$ cat src/rtl/ts_record_packer.sv
// ts_record_packer: buffers event timestamp records in a small FIFO and
// streams them out as byte frames (A5, seq, cnt, then cnt packed records).
// A frame is launched when the buffer fills or after an idle flush timeout.
module ts_record_packer #(
    parameter int ID_W         = 3,
    parameter int TS_W         = 8,
    parameter int RECS_PER_FRM = 4,
    parameter int FLUSH_TO     = 64
) (
    input  logic            clk,
    input  logic            rst,
    input  logic            in_valid,
    output logic            in_ready,
    input  logic [ID_W-1:0] in_id,
    input  logic [TS_W-1:0] in_start_ts,
    input  logic [TS_W-1:0] in_end_ts,
    input  logic [TS_W-1:0] in_delta,
    output logic            m_tvalid,
    input  logic            m_tready,
    output logic [7:0]      m_tdata,
    output logic            m_tlast
);
    localparam int TSB   = (TS_W + 7) / 8;
    localparam int REC_B = 1 + 3 * TSB;
    localparam int VEC_W = REC_B * 8;
    localparam int PTR_W = (RECS_PER_FRM > 1) ? $clog2(RECS_PER_FRM) : 1;
    localparam int OCC_W = $clog2(RECS_PER_FRM + 1);
    localparam int TMR_W = (FLUSH_TO > 1) ? $clog2(FLUSH_TO) : 1;
    localparam logic [7:0] LAST_B = 8'(REC_B - 1);

    localparam logic [1:0] IDLE = 2'd0;
    localparam logic [1:0] HDR  = 2'd1;
    localparam logic [1:0] REC  = 2'd2;

    logic [ID_W-1:0]  id_mem [RECS_PER_FRM];
    logic [TS_W-1:0]  st_mem [RECS_PER_FRM];
    logic [TS_W-1:0]  en_mem [RECS_PER_FRM];
    logic [TS_W-1:0]  dl_mem [RECS_PER_FRM];

    logic [1:0]       state;
    logic [OCC_W-1:0] occ;
    logic [PTR_W-1:0] wr_ptr, rd_ptr, wr_ptr_inc, rd_ptr_inc;
    logic [TMR_W-1:0] timer;
    logic [7:0]       seq, cnt, byte_idx, rec_idx;
    logic [1:0]       hdr_idx;
    logic             push, pop, hs, start;

    logic [PTR_W-1:0] sel_ptr;
    logic [7:0]       sel_byte, rec_byte, id_ext;
    logic [TSB*8-1:0] st_ext, en_ext, dl_ext;
    logic [VEC_W-1:0] rec_vec, rec_sh;

    assign in_ready   = (occ < OCC_W'(RECS_PER_FRM));
    assign push       = in_valid && in_ready;
    assign hs         = m_tvalid && m_tready;
    assign pop        = (state == REC) && hs && (byte_idx == LAST_B);
    assign start      = (state == IDLE) && (occ != '0) &&
                        ((occ == OCC_W'(RECS_PER_FRM)) || (timer == TMR_W'(FLUSH_TO - 1)));
    assign wr_ptr_inc = (wr_ptr == PTR_W'(RECS_PER_FRM - 1)) ? '0 : wr_ptr + PTR_W'(1);
    assign rd_ptr_inc = (rd_ptr == PTR_W'(RECS_PER_FRM - 1)) ? '0 : rd_ptr + PTR_W'(1);

    // Record storage; contents need no reset since occupancy gates every read.
    always_ff @(posedge clk) begin
        if (push) begin
            id_mem[wr_ptr] <= in_id;
            st_mem[wr_ptr] <= in_start_ts;
            en_mem[wr_ptr] <= in_end_ts;
            dl_mem[wr_ptr] <= in_delta;
        end
    end

    // FIFO pointers and occupancy; simultaneous push and pop leave occupancy unchanged.
    always_ff @(posedge clk) begin
        if (rst) begin
            occ    <= '0;
            wr_ptr <= '0;
            rd_ptr <= '0;
        end else begin
            if (push) wr_ptr <= wr_ptr_inc;
            if (pop)  rd_ptr <= rd_ptr_inc;
            if (push && !pop)      occ <= occ + OCC_W'(1);
            else if (!push && pop) occ <= occ - OCC_W'(1);
        end
    end

    // Flush timer: runs only while idle with records waiting.
    always_ff @(posedge clk) begin
        if (rst || state != IDLE || occ == '0 || start) timer <= '0;
        else                                             timer <= timer + TMR_W'(1);
    end

    // Select the record byte that follows the current one; at a record boundary
    // it comes from the entry after the head, which is the head once the pop lands.
    always_comb begin
        sel_ptr  = rd_ptr;
        sel_byte = '0;
        if (state == REC) begin
            if (byte_idx == LAST_B) sel_ptr = rd_ptr_inc;
            else                    sel_byte = byte_idx + 8'd1;
        end
        id_ext = '0;
        st_ext = '0;
        en_ext = '0;
        dl_ext = '0;
        id_ext[ID_W-1:0] = id_mem[sel_ptr];
        st_ext[TS_W-1:0] = st_mem[sel_ptr];
        en_ext[TS_W-1:0] = en_mem[sel_ptr];
        dl_ext[TS_W-1:0] = dl_mem[sel_ptr];
        rec_vec  = {id_ext, st_ext, en_ext, dl_ext};
        rec_sh   = rec_vec >> (8 * (REC_B - 1 - int'(sel_byte)));
        rec_byte = rec_sh[7:0];
    end

    // Frame sequencer: each handshake loads the next byte into the output register.
    always_ff @(posedge clk) begin
        if (rst) begin
            state    <= IDLE;
            m_tvalid <= 1'b0;
            m_tlast  <= 1'b0;
            m_tdata  <= '0;
            seq      <= '0;
            cnt      <= '0;
            hdr_idx  <= '0;
            byte_idx <= '0;
            rec_idx  <= '0;
        end else begin
            case (state)
                IDLE: begin
                    if (start) begin
                        state    <= HDR;
                        cnt      <= 8'(occ);
                        hdr_idx  <= '0;
                        m_tvalid <= 1'b1;
                        m_tdata  <= 8'hA5;
                        m_tlast  <= 1'b0;
                    end
                end
                HDR: begin
                    if (hs) begin
                        hdr_idx <= hdr_idx + 2'd1;
                        case (hdr_idx)
                            2'd0:    m_tdata <= seq;
                            2'd1:    m_tdata <= cnt;
                            default: begin
                                state    <= REC;
                                byte_idx <= '0;
                                rec_idx  <= '0;
                                m_tdata  <= rec_byte;
                            end
                        endcase
                    end
                end
                REC: begin
                    if (hs) begin
                        if (byte_idx == LAST_B) begin
                            byte_idx <= '0;
                            if (rec_idx == cnt - 8'd1) begin
                                state    <= IDLE;
                                m_tvalid <= 1'b0;
                                m_tlast  <= 1'b0;
                                seq      <= seq + 8'd1;
                            end else begin
                                rec_idx <= rec_idx + 8'd1;
                                m_tdata <= rec_byte;
                            end
                        end else begin
                            byte_idx <= byte_idx + 8'd1;
                            m_tdata  <= rec_byte;
                            m_tlast  <= (rec_idx == cnt - 8'd1) && (byte_idx + 8'd1 == LAST_B);
                        end
                    end
                end
                default: state <= IDLE;
            endcase
        end
    end
endmodule
$ cat config.mk
export PLATFORM = sky130hd
export DESIGN_NAME = ts_record_packer
export DESIGN_NICKNAME = d
export VERILOG_FILES = /design/src/rtl/ts_record_packer.sv
export SDC_FILE = /design/constraint.sdc
export NUM_CORES = 1
export LEC_CHECK = 0
export BUFFER_PORTS_ARGS = -buffer_cell sky130_fd_sc_hd__buf_2
export CAP_MARGIN = 25
export CORE_MARGIN = 5
export CORE_UTILIZATION = 43
export DETAILED_ROUTE_END_ITERATION = 8
export HOLD_SLACK_MARGIN = 0.12
export PLACE_DENSITY_LB_ADDON = 0.25
export SYNTH_ARGS = -nofsm -noshare
export SYNTH_HDL_FRONTEND = slang
export SYNTH_SLANG_ARGS = --single-unit
$ cat constraint.sdc
create_clock -name clk -period 3.5 [get_ports clk]
set_input_delay 0.525 -clock clk [delete_from_list [all_inputs] [get_ports clk]]
set_output_delay 0.525 -clock clk [all_outputs]
set_load 0.005 [all_outputs]
==> results.json, run 1 <==
{
  "drt_first_pass_iters": 5,
  "netlist_instances": 628,
  "antenna_found_initial": 1,
  "p_comb_share_pct": 11.1,
  "clock_latency_ps": 430,
  "cp_max_fo": 9,
  "seq_area_frac_synth_pct": 57.5,
  "io_buffers": 41,
  "routedWlPerCell_um": 17.4,
  "ys_async_sr_fraction_pct": 0,
  "root_buffer": "clkbuf_16",
  "ioPinCount": 42,
  "drtIter0Drc": 341,
  "syn_area_per_cell_um2": 12.0,
  "p_per_area_nw_per_um2": 535,
  "p_leak_nw": 3.05,
  "end_kind": "flop",
  "viasPerCell": 5.44,
  "fillCellCount": 1488,
  "slew_headroom_pct": 38.4,
  "fmax_mhz": 309,
  "yosys_warnings": 0,
  "clk_pin_slew_ps": 70,
  "start_util_pct": 43.7,
  "syn_to_final_growth_pct": 12.9,
  "antenna_cells": 0,
  "hpwl_um": 10700,
  "max_slew.worst_pin.slew_ps": 924,
  "grt_max_degree": 49,
  "grt_overflow": 0,
  "synthDistinctLibCells": 72,
  "hold_class": "input pin to flop",
  "grt_util_all_layers_pct": 16.3,
  "p_sw_share_pct": 27.1,
  "synth_area_leaders": "edfxtp_1 43%, dfxtp_1 14%, mux2i_1 6.4%, ha_1 3.2%, nor2_1 3.1%",
  "setup_violations": 0,
  "hold_violations": 0,
  "synth_top_cell_area_share_pct": 43.1,
  "globalplace.congestion": 0.847,
  "routed_wl_um": 15800,
  "rows": 48,
  "drc": 0,
  "power_frac_seq_pct": 49.4,
  "fin_crit_sh_pct": 92.4,
  "die_area_um2": 20200,
  "die_y_um": 142,
  "placed_area_um2": 7920,
  "ys_ff_latch": 162,
  "clock_skew_ps": 10.3,
  "final.min_clock_period_ps": 3240,
  "nNetsFinal": 724,
  "cts.sinks": 162,
  "p_sw_mw": 1.23,
  "cts_tree": "built",
  "r2r_setup_slack_ps": 260,
  "cp-start-kind": "flop",
  "drive_above_1_share_pct": 16.3,
  "synth.cell_area_um2": 7520,
  "drv_slew": 0,
  "cp.required_ps": 3850,
  "p_int_mw": 3.32,
  "htree_levels": 4,
  "core_region_area_um2": 17200,
  "ant_nets": 0,
  "place_inst": 879,
  "syn-num-nets": 679,
  "cts_buffers": 17,
  "rsz0062_at_grt": "no",
  "maxCapViolCount": 0,
  "synthFlopType": "edfxtp_1",
  "clkPwrFrac_pct": 39.5,
  "peakVddDrop_uv": 374,
  "post-route-util_pct": 49.3,
  "arrival_ps": 3590,
  "hold_ws_ps": 302,
  "vias": 4959,
  "dieWidth_um": 142,
  "cts_setup_buffers": 0,
  "crit_type": "flop to flop",
  "synth_edf_count": 108,
  "grt_pass1_wl_um": 25900,
  "cts_hold_buf": 0,
  "clockBufferDepth": 2,
  "fin_area_um2": 8500,
  "finalSetupTns_ps": 0,
  "yosysTopAreaCell": "edfxtp_1",
  "status": "complete, no violations",
  "final_cells": 911,
  "grt_pass1_vias": 5103
}
-- layer usage --
layer  global-route usage (%)  wire [µm]
met5                        0         13
met4                     7.63        368
met3                     3.63        535
met2                     28.3       8070
met1                     19.3       6830
-- cells in the final DEF, fill, tap and decap left out, types with 7 or more instances in the layout --
cell type and count:
edfxtp_1 108, buf_2 41, inv_1 16, dfxtp_1 54, o21ai_0 18, nor2_1 62, nor3_1 8, clkbuf_16 17
xor2_1 15, mux2i_1 48, ha_1 19, a21oi_1 33, nand4_1 7, nand3_1 23, nand2_1 59, buf_4 15
-- critical path, cell delays in order (launching register included) --
cell and delay [ps]:
dfxtp_1 470, ha_1 220, or4b_4 510, nor2_1 180
nor2_1 140, nand2_1 90, ha_1 220, nor2b_1 100
o21ai_0 150, or4_1 580, o311a_1 330, a31oi_1 160
-- area by class of cell --
type	instances	area [µm²]	share of cell area [%]
Sequential cell	162	4320	50.9
Multi-Input combinational cell	419	2940	34.5
Clock buffer	17	425	5.01
Timing Repair Buffer	56	318	3.74
Tap cell	225	282	3.31
Clock inverter	15	149	1.75
Inverter	17	63.8	0.751
-- kinds of logic (layout without fill, tap and decap cells) --
| logic type | after synthesis | count (layout) | synth area share [%] |
|---|---|---|---|
| xor+xnor | 22 | 22 | 2.74 |
| mux | 60 | 60 | 9.53 |
| simple gates | 208 | 208 | 13.5 |
| flops | 162 | 162 | 57.5 |
| fa+ha+maj | 20 | 20 | 3.43 |
| buf+inv | 47 | 105 | 3.54 |
| compound gates | 109 | 109 | 9.84 |
-- through the flow --
stage               total power, mW  setup WS (ps)
finish                         4.55            265
global route                   4.73           68.8
CTS                            4.59            180
detailed placement             2.80            203
global placement               2.77            311
floorplan                      2.60            530
-- registers in the layout, indices dropped and copies added, names as in the netlist --
| signal | cells |
|---|---|
| id_mem | 12 |
| dl_mem | 32 |
| occ | 3 |
| rd_ptr | 2 |
| m_tdata | 8 |
| st_mem | 32 |
| m_tvalid | 1 |
| rec_idx | 8 |
| seq | 8 |
| wr_ptr | 2 |
| m_tlast | 1 |
| state | 2 |
| en_mem | 32 |
| byte_idx | 8 |
| cnt | 3 |
| hdr_idx | 2 |
| timer | 6 |
-- power groups by stage --
stage	registers (mW)	clock network [mW]	logic (mW)
floorplan	2.27	0	0.330
global route	2.26	1.91	0.561
detailed placement	2.29	0	0.507
global placement	2.29	0	0.489
finish	2.25	1.80	0.504
CTS	2.25	1.83	0.509
-- path summary, 6_finish.rpt --
check               start           end  cells after the start
max           byte_idx[0]    m_tdata[1]                     11
min          in_end_ts[4]  en_mem[3][4]                      1
max reg2reg   byte_idx[0]    m_tdata[1]                     11
min reg2reg      timer[0]      timer[0]                      1
-- synth_stat cells (7+ instances only) --
cell	number
nand2_1	59
nor3_1	8
nand3_1	23
edfxtp_1	108
inv_1	16
a21oi_1	33
clkbuf_1	10
ha_1	19
dfxtp_1	54
xor2_1	15
mux2i_1	48
o21ai_0	18
nor2_1	62
nand4_1	7
-- what timing repair did --
item / in CTS / in global routing
endpoints found under the hold margin: 0 / 0
setup endpoints to repair: 0 / 1
resized for setup: 0 / 1
(Power assumes the default switching activity.)
==> run 2, diff against run 1 <==
Settings changed: CTS_BUF_LIST set to sky130_fd_sc_hd__clkbuf_4 sky130_fd_sc_hd__clkbuf_8.
==> results.json, run 2 (synthesized netlist as in run 1, its figures left out) <==
{
  "start_util_pct": 43.7,
  "end_kind": "flop",
  "routedWlPerCell_um": 17.1,
  "grt_util_all_layers_pct": 16.1,
  "hold_violations": 0,
  "antenna_found_initial": 1,
  "p_leak_nw": 2.96,
  "place_inst": 879,
  "cts_buffers": 17,
  "arrival_ps": 3650,
  "globalplace.congestion": 0.847,
  "reg_top3": "dl_mem (32), en_mem (32), st_mem (32)",
  "critPathSlowestCell": "or4_1",
  "vias": 4956,
  "slew_headroom_pct": 39.7,
  "drive_above_1_share_pct": 16.3,
  "die_y_um": 142,
  "highest_layer": "met5",
  "drc": 0,
  "wl_met1_um": 6710,
  "crit_type": "flop to flop",
  "wl_met3_um": 577,
  "fin_crit_sh_pct": 93.3,
  "clock_latency_ps": 460,
  "clockBufferDepth": 2,
  "cts_tree": "built",
  "clock_skew_ps": 14.6,
  "reg2reg_depth": 11,
  "cts_resized": 0,
  "htree_levels": 4,
  "hold_ws_ps": 269,
  "cts_hold_buf": 0,
  "drt_first_pass_iters": 4,
  "r2r_setup_slack_ps": 230,
  "grt_pass1_wl_um": 25600,
  "final_common_cell": "edfxtp_1",
  "cts_setup_buffers": 0,
  "dieWidth_um": 142,
  "root_buffer": "clkbuf_8",
  "wl_met2_um": 8000,
  "hold_class": "input pin to flop",
  "grt_pass1_vias": 5106,
  "power_mw": 4.06,
  "p_per_area_nw_per_um2": 489,
  "ioPinCount": 42,
  "nNetsFinal": 724,
  "final.min_clock_period_ps": 3270,
  "final_cells": 911,
  "cp_max_fo": 9,
  "core_region_area_um2": 17200,
  "maxCapViolCount": 0,
  "status": "complete, no violations",
  "routed_wl_um": 15600,
  "drv_slew": 0,
  "setup_violations": 0,
  "hpwl_um": 10700,
  "finalWorstSetupSlack_ps": 235,
  "dpl_worst_slack_ps": 203,
  "antenna_cells": 0,
  "drtIter0Drc": 333,
  "grt_max_degree": 49,
  "rsz0062_at_grt": "no",
  "max_stage_delay_ps": 580,
  "max_slew.worst_pin.slew_ps": 904,
  "finalSetupTns_ps": 0,
  "syn_to_final_growth_pct": 10.4,
  "clk_pin_slew_ps": 90,
  "peakVddDrop_uv": 305,
  "die_area_um2": 20200,
  "cp.required_ps": 3880,
  "viasPerCell": 5.44,
  "rows": 48,
  "fmax_mhz": 306,
  "whs_path_depth": 1,
  "critical_path.cell_chain": "ha_1 > or4b_4 > nor2_1 > nor2_1 > nand2_1 > ha_1 > nor2b_1 > o21ai_0 > or4_1 > o311a_1 > a31oi_1",
  "cts.sinks": 162,
  "grt_overflow": 0,
  "cp-start-kind": "flop",
  "final_cell_mix": "108 x edfxtp_1, 62 x nor2_1, 59 x nand2_1, 54 x dfxtp_1, 48 x mux2i_1",
  "io_buffers": 41,
  "ant_nets": 0
}
==> run 2: power breakdown <==
| group | switching, mW | internal, mW |
|---|---|---|
| registers | 0.0696 | 2.18 |
| logic | 0.315 | 0.188 |
| clock network | 0.780 | 0.532 |
| total | 1.16 | 2.90 |
==> run 2: worst max-delay path: cells and delay by family (launching register included) <==
family | cells | cell delay (ps)
DFF | 1 | 480
adders and majority gates | 2 | 440
and+or+nand+nor | 6 | 1620
AOI/OAI and AO/OA | 3 | 650
==> run 2: worst paths after layout <==
| kind | from | endpoint |
|---|---|---|
| max | byte_idx[0] | m_tdata[1] |
| min | in_delta[7] | dl_mem[1][7] |
| max reg2reg | byte_idx[0] | m_tdata[1] |
| min reg2reg | timer[0] | timer[0] |
==> run 2: area by class of cell <==
type	instances	area, µm²
Clock inverter	15	149
Multi-Input combinational cell	419	2940
Inverter	17	63.8
Sequential cell	162	4320
Tap cell	225	282
Fill cell	1508	8930
Timing Repair Buffer	56	318
Clock buffer	17	234
==> run 2: metrics by stage <==
stage                     util [%]  cell area [µm²]
after floorplan                  -             7520
after global placement        46.0             7920
after detailed placement      46.0             7920
after CTS                     48.2             8300
after global routing          48.2             8310
final                         48.2             8310
==> run 2: routing by layer <==
layer  vias up  global-route usage [%]
met2        80                    28.3
met3        22                    3.33
met1      2435                    19.1
met4         2                    6.92
met5         -                       0
li1       2417                       -
